### src/rtl/fc_pkg.sv
// Shared types and helpers for the fully-connected layer sequencer.
//   fc_seq_state_t : sequencer FSM state encoding
//   DATA_WIDTH_DEF : default activation width
//   clog2p1(n)     : bits needed to hold the values 0..n inclusive
package fc_pkg;

  localparam int DATA_WIDTH_DEF = 16;

  typedef enum logic [2:0] {CLR, IDLE, LOAD, WAIT, DRAIN} fc_seq_state_t;

  function automatic int clog2p1(input int n);
    return $clog2(n + 1);
  endfunction

endpackage

### src/rtl/fc_layer_out_buf.sv
// Capture buffer for the neuron outputs of one layer.
//   clk, rst : clock, async active-high reset (clears data and mask)
//   clr      : clears the got[] mask; captured data is left as-is
//   we       : per-neuron capture strobe (caller gates out repeats)
//   wdata    : all neuron outputs, neuron i at [i*DATA_WIDTH +: DATA_WIDTH]
//   rd_idx   : read index, rd_data = captured value of that neuron
//   got      : per-neuron "value captured" mask
//   all_got  : every neuron captured, counting strobes of this cycle
module fc_layer_out_buf #(
  parameter int NUM_NEURONS = 30,
  parameter int DATA_WIDTH  = 16,
  parameter int IDX_W       = 5
) (
  input  logic                              clk,
  input  logic                              rst,
  input  logic                              clr,
  input  logic [NUM_NEURONS-1:0]            we,
  input  logic [NUM_NEURONS*DATA_WIDTH-1:0] wdata,
  input  logic [IDX_W-1:0]                  rd_idx,
  output logic [DATA_WIDTH-1:0]             rd_data,
  output logic [NUM_NEURONS-1:0]            got,
  output logic                              all_got
);

  logic [NUM_NEURONS-1:0][DATA_WIDTH-1:0] cap_q;

  always_ff @(posedge clk or posedge rst) begin
    if (rst) begin
      cap_q <= '0;
      got   <= '0;
    end else begin
      for (int i = 0; i < NUM_NEURONS; i++) begin
        if (clr) begin
          got[i] <= 1'b0;
        end else if (we[i]) begin
          cap_q[i] <= wdata[i*DATA_WIDTH +: DATA_WIDTH];
          got[i]   <= 1'b1;
        end
      end
    end
  end

  // Include this cycle's strobes so the FSM can leave WAIT on the same
  // cycle the last neuron reports.
  assign all_got = &(got | we);

  always_comb begin
    rd_data = '0;
    for (int i = 0; i < NUM_NEURONS; i++)
      if (rd_idx == IDX_W'(i)) rd_data = cap_q[i];
  end

endmodule

### src/rtl/fc_layer_seq.sv
// Sequencer for one fully-connected layer sharing a broadcast input bus.
// Streams an input vector to all neurons, waits for every neuron's
// outvalid (with timeout), then streams the captured results downstream.
//   clk, rst                  : clock, async active-high reset
//   start                     : begin one vector (only honoured in IDLE)
//   in_data/in_valid/in_ready : upstream activation stream
//   nrn_in/nrn_in_valid       : registered broadcast to neuron myinput
//   nrn_rst                   : synchronous reset to all neurons
//   nrn_outvalid/nrn_out      : per-neuron result, neuron i at [i*DW +: DW]
//   out_data/out_valid/out_ready : result stream to the next layer
//   busy, done, error         : status (done = pulse, error = sticky timeout)
module fc_layer_seq
  import fc_pkg::*;
#(
  parameter int NUM_INPUTS  = 30,
  parameter int NUM_NEURONS = 30,
  parameter int DATA_WIDTH  = DATA_WIDTH_DEF,
  parameter int WAIT_TMO    = 16,
  parameter int CLR_CYCLES  = 2
) (
  input  logic                              clk,
  input  logic                              rst,
  input  logic                              start,
  input  logic [DATA_WIDTH-1:0]             in_data,
  input  logic                              in_valid,
  output logic                              in_ready,
  output logic [DATA_WIDTH-1:0]             nrn_in,
  output logic                              nrn_in_valid,
  output logic                              nrn_rst,
  input  logic [NUM_NEURONS-1:0]            nrn_outvalid,
  input  logic [NUM_NEURONS*DATA_WIDTH-1:0] nrn_out,
  output logic [DATA_WIDTH-1:0]             out_data,
  output logic                              out_valid,
  input  logic                              out_ready,
  output logic                              busy,
  output logic                              done,
  output logic                              error
);

  localparam int IW = clog2p1(NUM_INPUTS);
  localparam int OW = clog2p1(NUM_NEURONS);
  localparam int TW = clog2p1(WAIT_TMO);
  localparam int CW = clog2p1(CLR_CYCLES);

  fc_seq_state_t state, state_nxt;

  logic [IW-1:0]          in_cnt;
  logic [OW-1:0]          out_idx;
  logic [TW-1:0]          tmo_cnt;
  logic [CW-1:0]          clr_cnt;
  logic [NUM_NEURONS-1:0] got, we;
  logic                   all_got, start_ok, in_fire, out_fire, last_out, tmo_hit;

  assign start_ok = (state == IDLE) && start;
  assign in_fire  = in_ready && in_valid;
  assign out_fire = out_valid && out_ready;
  assign last_out = out_fire && (out_idx == OW'(NUM_NEURONS - 1));
  assign tmo_hit  = (state == WAIT) && !all_got && (tmo_cnt == TW'(WAIT_TMO));
  // Only the first outvalid per neuron is captured; repeats are dropped.
  assign we       = (state == WAIT) ? (nrn_outvalid & ~got) : '0;

  fc_layer_out_buf #(
    .NUM_NEURONS(NUM_NEURONS),
    .DATA_WIDTH (DATA_WIDTH),
    .IDX_W      (OW)
  ) u_buf (
    .clk    (clk),
    .rst    (rst),
    .clr    ((state == CLR) || last_out),
    .we     (we),
    .wdata  (nrn_out),
    .rd_idx (out_idx),
    .rd_data(out_data),
    .got    (got),
    .all_got(all_got)
  );

  // State register
  always_ff @(posedge clk or posedge rst) begin
    if (rst) state <= CLR;
    else     state <= state_nxt;
  end

  // Next-state logic
  always_comb begin
    state_nxt = state;
    unique case (state)
      CLR:     if (clr_cnt == CW'(CLR_CYCLES - 1)) state_nxt = IDLE;
      IDLE:    if (start)                          state_nxt = LOAD;
      LOAD:    if (in_cnt == IW'(NUM_INPUTS))      state_nxt = WAIT;
      WAIT:    if (all_got)                        state_nxt = DRAIN;
               else if (tmo_hit)                   state_nxt = CLR;
      DRAIN:   if (last_out)                       state_nxt = IDLE;
      default:                                     state_nxt = CLR;
    endcase
  end

  // State-decoded outputs. busy is masked while rst is held so every
  // status output reads 0 during reset even though the FSM sits in CLR.
  always_comb begin
    in_ready  = (state == LOAD) && (in_cnt < IW'(NUM_INPUTS));
    out_valid = (state == DRAIN);
    nrn_rst   = (state == CLR);
    busy      = (state != IDLE) && !rst;
  end

  // Counters, broadcast register and status flags
  always_ff @(posedge clk or posedge rst) begin
    if (rst) begin
      in_cnt       <= '0;
      out_idx      <= '0;
      tmo_cnt      <= '0;
      clr_cnt      <= '0;
      nrn_in       <= '0;
      nrn_in_valid <= 1'b0;
      done         <= 1'b0;
      error        <= 1'b0;
    end else begin
      clr_cnt      <= (state == CLR) ? clr_cnt + CW'(1) : '0;
      nrn_in_valid <= in_fire;
      if (in_fire) nrn_in <= in_data;
      done <= last_out;
      if (start_ok) begin
        in_cnt  <= '0;
        out_idx <= '0;
        tmo_cnt <= '0;
        error   <= 1'b0;
      end else begin
        if (in_fire)  in_cnt  <= in_cnt + IW'(1);
        if (out_fire) out_idx <= out_idx + OW'(1);
        // Hold at the limit instead of wrapping when leaving WAIT.
        if (state == WAIT && state_nxt == WAIT) tmo_cnt <= tmo_cnt + TW'(1);
        if (tmo_hit) error <= 1'b1;
      end
    end
  end

endmodule

### config.mk
export PLATFORM = sky130hd
export DESIGN_NAME = fc_layer_seq
export DESIGN_NICKNAME = d
export VERILOG_FILES = /design/src/rtl/fc_pkg.sv /design/src/rtl/fc_layer_out_buf.sv /design/src/rtl/fc_layer_seq.sv
export SDC_FILE = /design/constraint.sdc
export NUM_CORES = 1
export LEC_CHECK = 0
export CAP_MARGIN = 20
export CORE_MARGIN = 2
export CORE_UTILIZATION = 55
export DETAILED_ROUTE_END_ITERATION = 6
export PLACE_DENSITY_LB_ADDON = 0.3
export SYNTH_ARGS = -nofsm -noshare
export SYNTH_HDL_FRONTEND = slang
export SYNTH_SLANG_ARGS = --single-unit
### constraint.sdc
create_clock -name clk -period 44.7 [get_ports clk]
set_clock_uncertainty 0.2 [all_clocks]
set_input_delay 6.705 -clock clk [delete_from_list [all_inputs] [get_ports clk]]
set_output_delay 6.705 -clock clk [all_outputs]
set_load 0.03 [all_outputs]
==> results.sh <==
export IMPL_status="completed"
export IMPL_dpl_instance_area_mm2=0.0322
export IMPL_area_delta_synth_final_pct=31.6
export IMPL_netlist_area_mm2=0.0259
export IMPL_dp_hpwl_um=75000
export IMPL_ys_seq_area_share_pct=53.0
export IMPL_leakage_nw=14.5
export IMPL_drive_above_1_share_pct=23.4
export IMPL_netlist_area_leader_share_pct=53.0
export IMPL_clockBufferDepth=3
export IMPL_crit_buf_inv=2
export IMPL_async_reset_ff_share_pct=100
export IMPL_dp_cells=3313
export IMPL_path_clk_slew_ns=0.06
export IMPL_die_area_mm2=0.0489
export IMPL_synth_xor_area_share_pct=0.236
export IMPL_tightest_slew_ns=1.11
export IMPL_critPathKind="primary input to primary output"
export IMPL_muxShareOfSynthArea_pct=20.4
export IMPL_fin_cells=3433
export IMPL_cts_resized=0
export IMPL_setup_viol=0
export IMPL_grt_pass1_vias=22700
export IMPL_synthAdderAreaFrac_pct=0.482
export IMPL_gp_congestion=0.977
export IMPL_io_pins=570
export IMPL_dpl_worst_slack_ns=29.50
export IMPL_drt_iter0_drc=2773
export IMPL_rsz0062_at_grt="no"
export IMPL_synthTopCellsByArea="dfrtp_1 53%, mux2_2 20%, nor2_1 2.5%"
export IMPL_dieWidth_um=221
export IMPL_synth_compound_area_share_pct=11.7
export IMPL_cts_hold_buf=0
export IMPL_path_max_fanout=2
export IMPL_syn_num_nets=2766
export IMPL_portBuffers=569
export IMPL_htree_levels=2
export IMPL_ys_ff_latch=549
export IMPL_synth_simple_gate_area_share_pct=11.1
export IMPL_maxCapViolations=0
export IMPL_finalMaxSlewViolations=0
export IMPL_fin_crit_sh_pct=33.9
export IMPL_crit_arrival_ns=8.26
export IMPL_startpoint="rst"
export IMPL_yosys_area_top_type="dfrtp_1"
export IMPL_initial_core_util_pct=55.7
export IMPL_clkSinkCount=549
export IMPL_path_cells="clkdlybuf4s50_1, a21oi_1, clkdlybuf4s50_1"
export IMPL_crit_family="buffers and inverters"
export IMPL_antenna_found_initial=19
export IMPL_final_nets=3307
export IMPL_p_per_area_mw_per_mm2=55.8
export IMPL_postLayoutSetupSlackWorst_ns=29.53
export IMPL_ys_types=87
export IMPL_wirelength_um=101000
export IMPL_hold_class="flop to flop"
export IMPL_synth_most_common_cell="dfrtp_1"
export IMPL_cpPeakStageDelay_ns=0.74
export IMPL_grt_pass1_wl_um=148000
export IMPL_vias=22400
export IMPL_fin_crit_ns=15.17
export IMPL_slowest_stage="clkdlybuf4s50_1"
export IMPL_ant_nets=0
export IMPL_crit_path_frequent_cell="clkdlybuf4s50_1"
export IMPL_clock_latency_ns=0.63
export IMPL_synth_avg_cell_area_um2=11.7
export IMPL_die_y_um=221
export IMPL_post_cts_buffers=0
export IMPL_hold_viol=0
export IMPL_tns_ns=0
export IMPL_syn_inst=2225
export IMPL_synthFlopType="dfrtp_1"
export IMPL_drc=0
export IMPL_relSlewSlack_pct=25.6
export IMPL_yosysWarnings=0
export IMPL_synth_top_family_by_area="multiplexers"
export IMPL_grt_usage_pct=40.6
export IMPL_first_pass_iters=6
export IMPL_synth_edff_count=0
export IMPL_max_freq_mhz=65.9
export IMPL_critPathLaunchType="primary input"
export IMPL_fp_coreArea_mm2=0.0466
export IMPL_cts_tree="built"
export IMPL_hp_start="clr_cnt[0]"
export IMPL_rows=79
export IMPL_grt_overflow=0
export IMPL_ir_drop_uv=43.9
export IMPL_root_buffer="clkbuf_16"
export IMPL_avgViaCountPerCell=6.52
export IMPL_ys_top_cells_by_count="549 x dfrtp_1, 469 x mux2_2, 176 x nor2_1"
export IMPL_worstPathRequired_ns=37.79
export IMPL_final_cell_area_mm2=0.0341
export IMPL_grt_max_degree=153
export IMPL_r2r_start="out_idx[1]"
export IMPL_wire_per_inst_um=29.4
export IMPL_critPathCaptureType="primary output"
export IMPL_cts_buffers=56
-- routing by layer --
| layer | global-route usage, % | vias up | wire [µm] |
|---|---|---|---|
| met3 | 12.5 | 268 | 11500 |
| li1 | - | 9321 | - |
| met4 | 20.0 | 12 | 5370 |
| met1 | 52.4 | 11300 | 37800 |
| met5 | 0 | - | 79 |
| met2 | 62.4 | 1494 | 46200 |
-- worst paths after layout --
kind,slack [ns],depth (start not counted),to
max in group asynchronous,34.51,6,u_buf.cap_q[165]
setup reg to reg,41.09,9,u_buf.got[23]
min in group asynchronous,6.27,2,u_buf.cap_q[478]
hold / removal,0.24,1,clr_cnt[0]
hold reg to reg,0.24,1,clr_cnt[0]
setup / recovery,29.53,3,busy
-- stage by stage --
stage	utilization, %	power, mW	hold slack, ns
floorplan	-	1.19	0.210
global placement	69.0	1.37	0.221
detailed placement	69.1	1.41	0.231
CTS	73.2	1.90	0.239
global route	73.3	1.98	0.262
finish	73.3	1.90	0.240
-- final cells by class --
class | count | area [µm²]
diodes | 14 | 35.0
clock buffers | 76 | 1640
clock inverters | 28 | 279
fillers | 3254 | 12400
inverters | 27 | 109
multi-input cells | 1506 | 11400
flip-flops and latches | 549 | 13700
well taps | 607 | 759
repair buffers | 626 | 6150
-- state kept, by name (all words and copies together) (netlist names), 2 cells and up --
name / flops
u_buf.cap_q: 480
u_buf.got: 30
nrn_in: 16
in_cnt: 5
out_idx: 5
tmo_cnt: 5
state: 3
clr_cnt: 2
-- placed cells by master (no fill, tap or decap), types with 15 or more instances in the layout --
master / Yosys / final
a21oi_1: 122 / 122
nor2_1: 176 / 173
a221oi_1: 32 / 32
nor2b_1: 16 / 16
clkdlybuf4s50_1: 0 / 569
dfrtp_1: 549 / 546
o211ai_1: 25 / 25
clkbuf_16: 0 / 57
nand3_1: 21 / 21
a221o_1: 18 / 18
and4b_1: 18 / 18
buf_4: 12 / 55
a211oi_1: 15 / 15
nand2_1: 161 / 161
o22ai_1: 55 / 55
nor4_1: 15 / 15
o21ai_0: 65 / 65
or3_1: 16 / 16
mux2_2: 469 / 469
nor3_1: 48 / 48
inv_1: 26 / 25
-- cell families (layout without fill, tap and decap cells) --
kind of cell | after synthesis | count (layout)
AND/OR/NAND/NOR | 564 | 564
flip-flops | 549 | 549
adder cells (fa/ha/maj) | 10 | 10
AO/OA/AOI/OAI | 454 | 454
buffers and inverters | 170 | 757
other | 0 | 14
XOR/XNOR | 7 | 7
multiplexers | 471 | 471
-- power by group --
group	total, mW	internal [mW]	switching [mW]
logic	0.535	0.296	0.239
registers	0.882	0.731	0.151
clock network	0.488	0.280	0.208
Power figures use the tool's default switching activity.
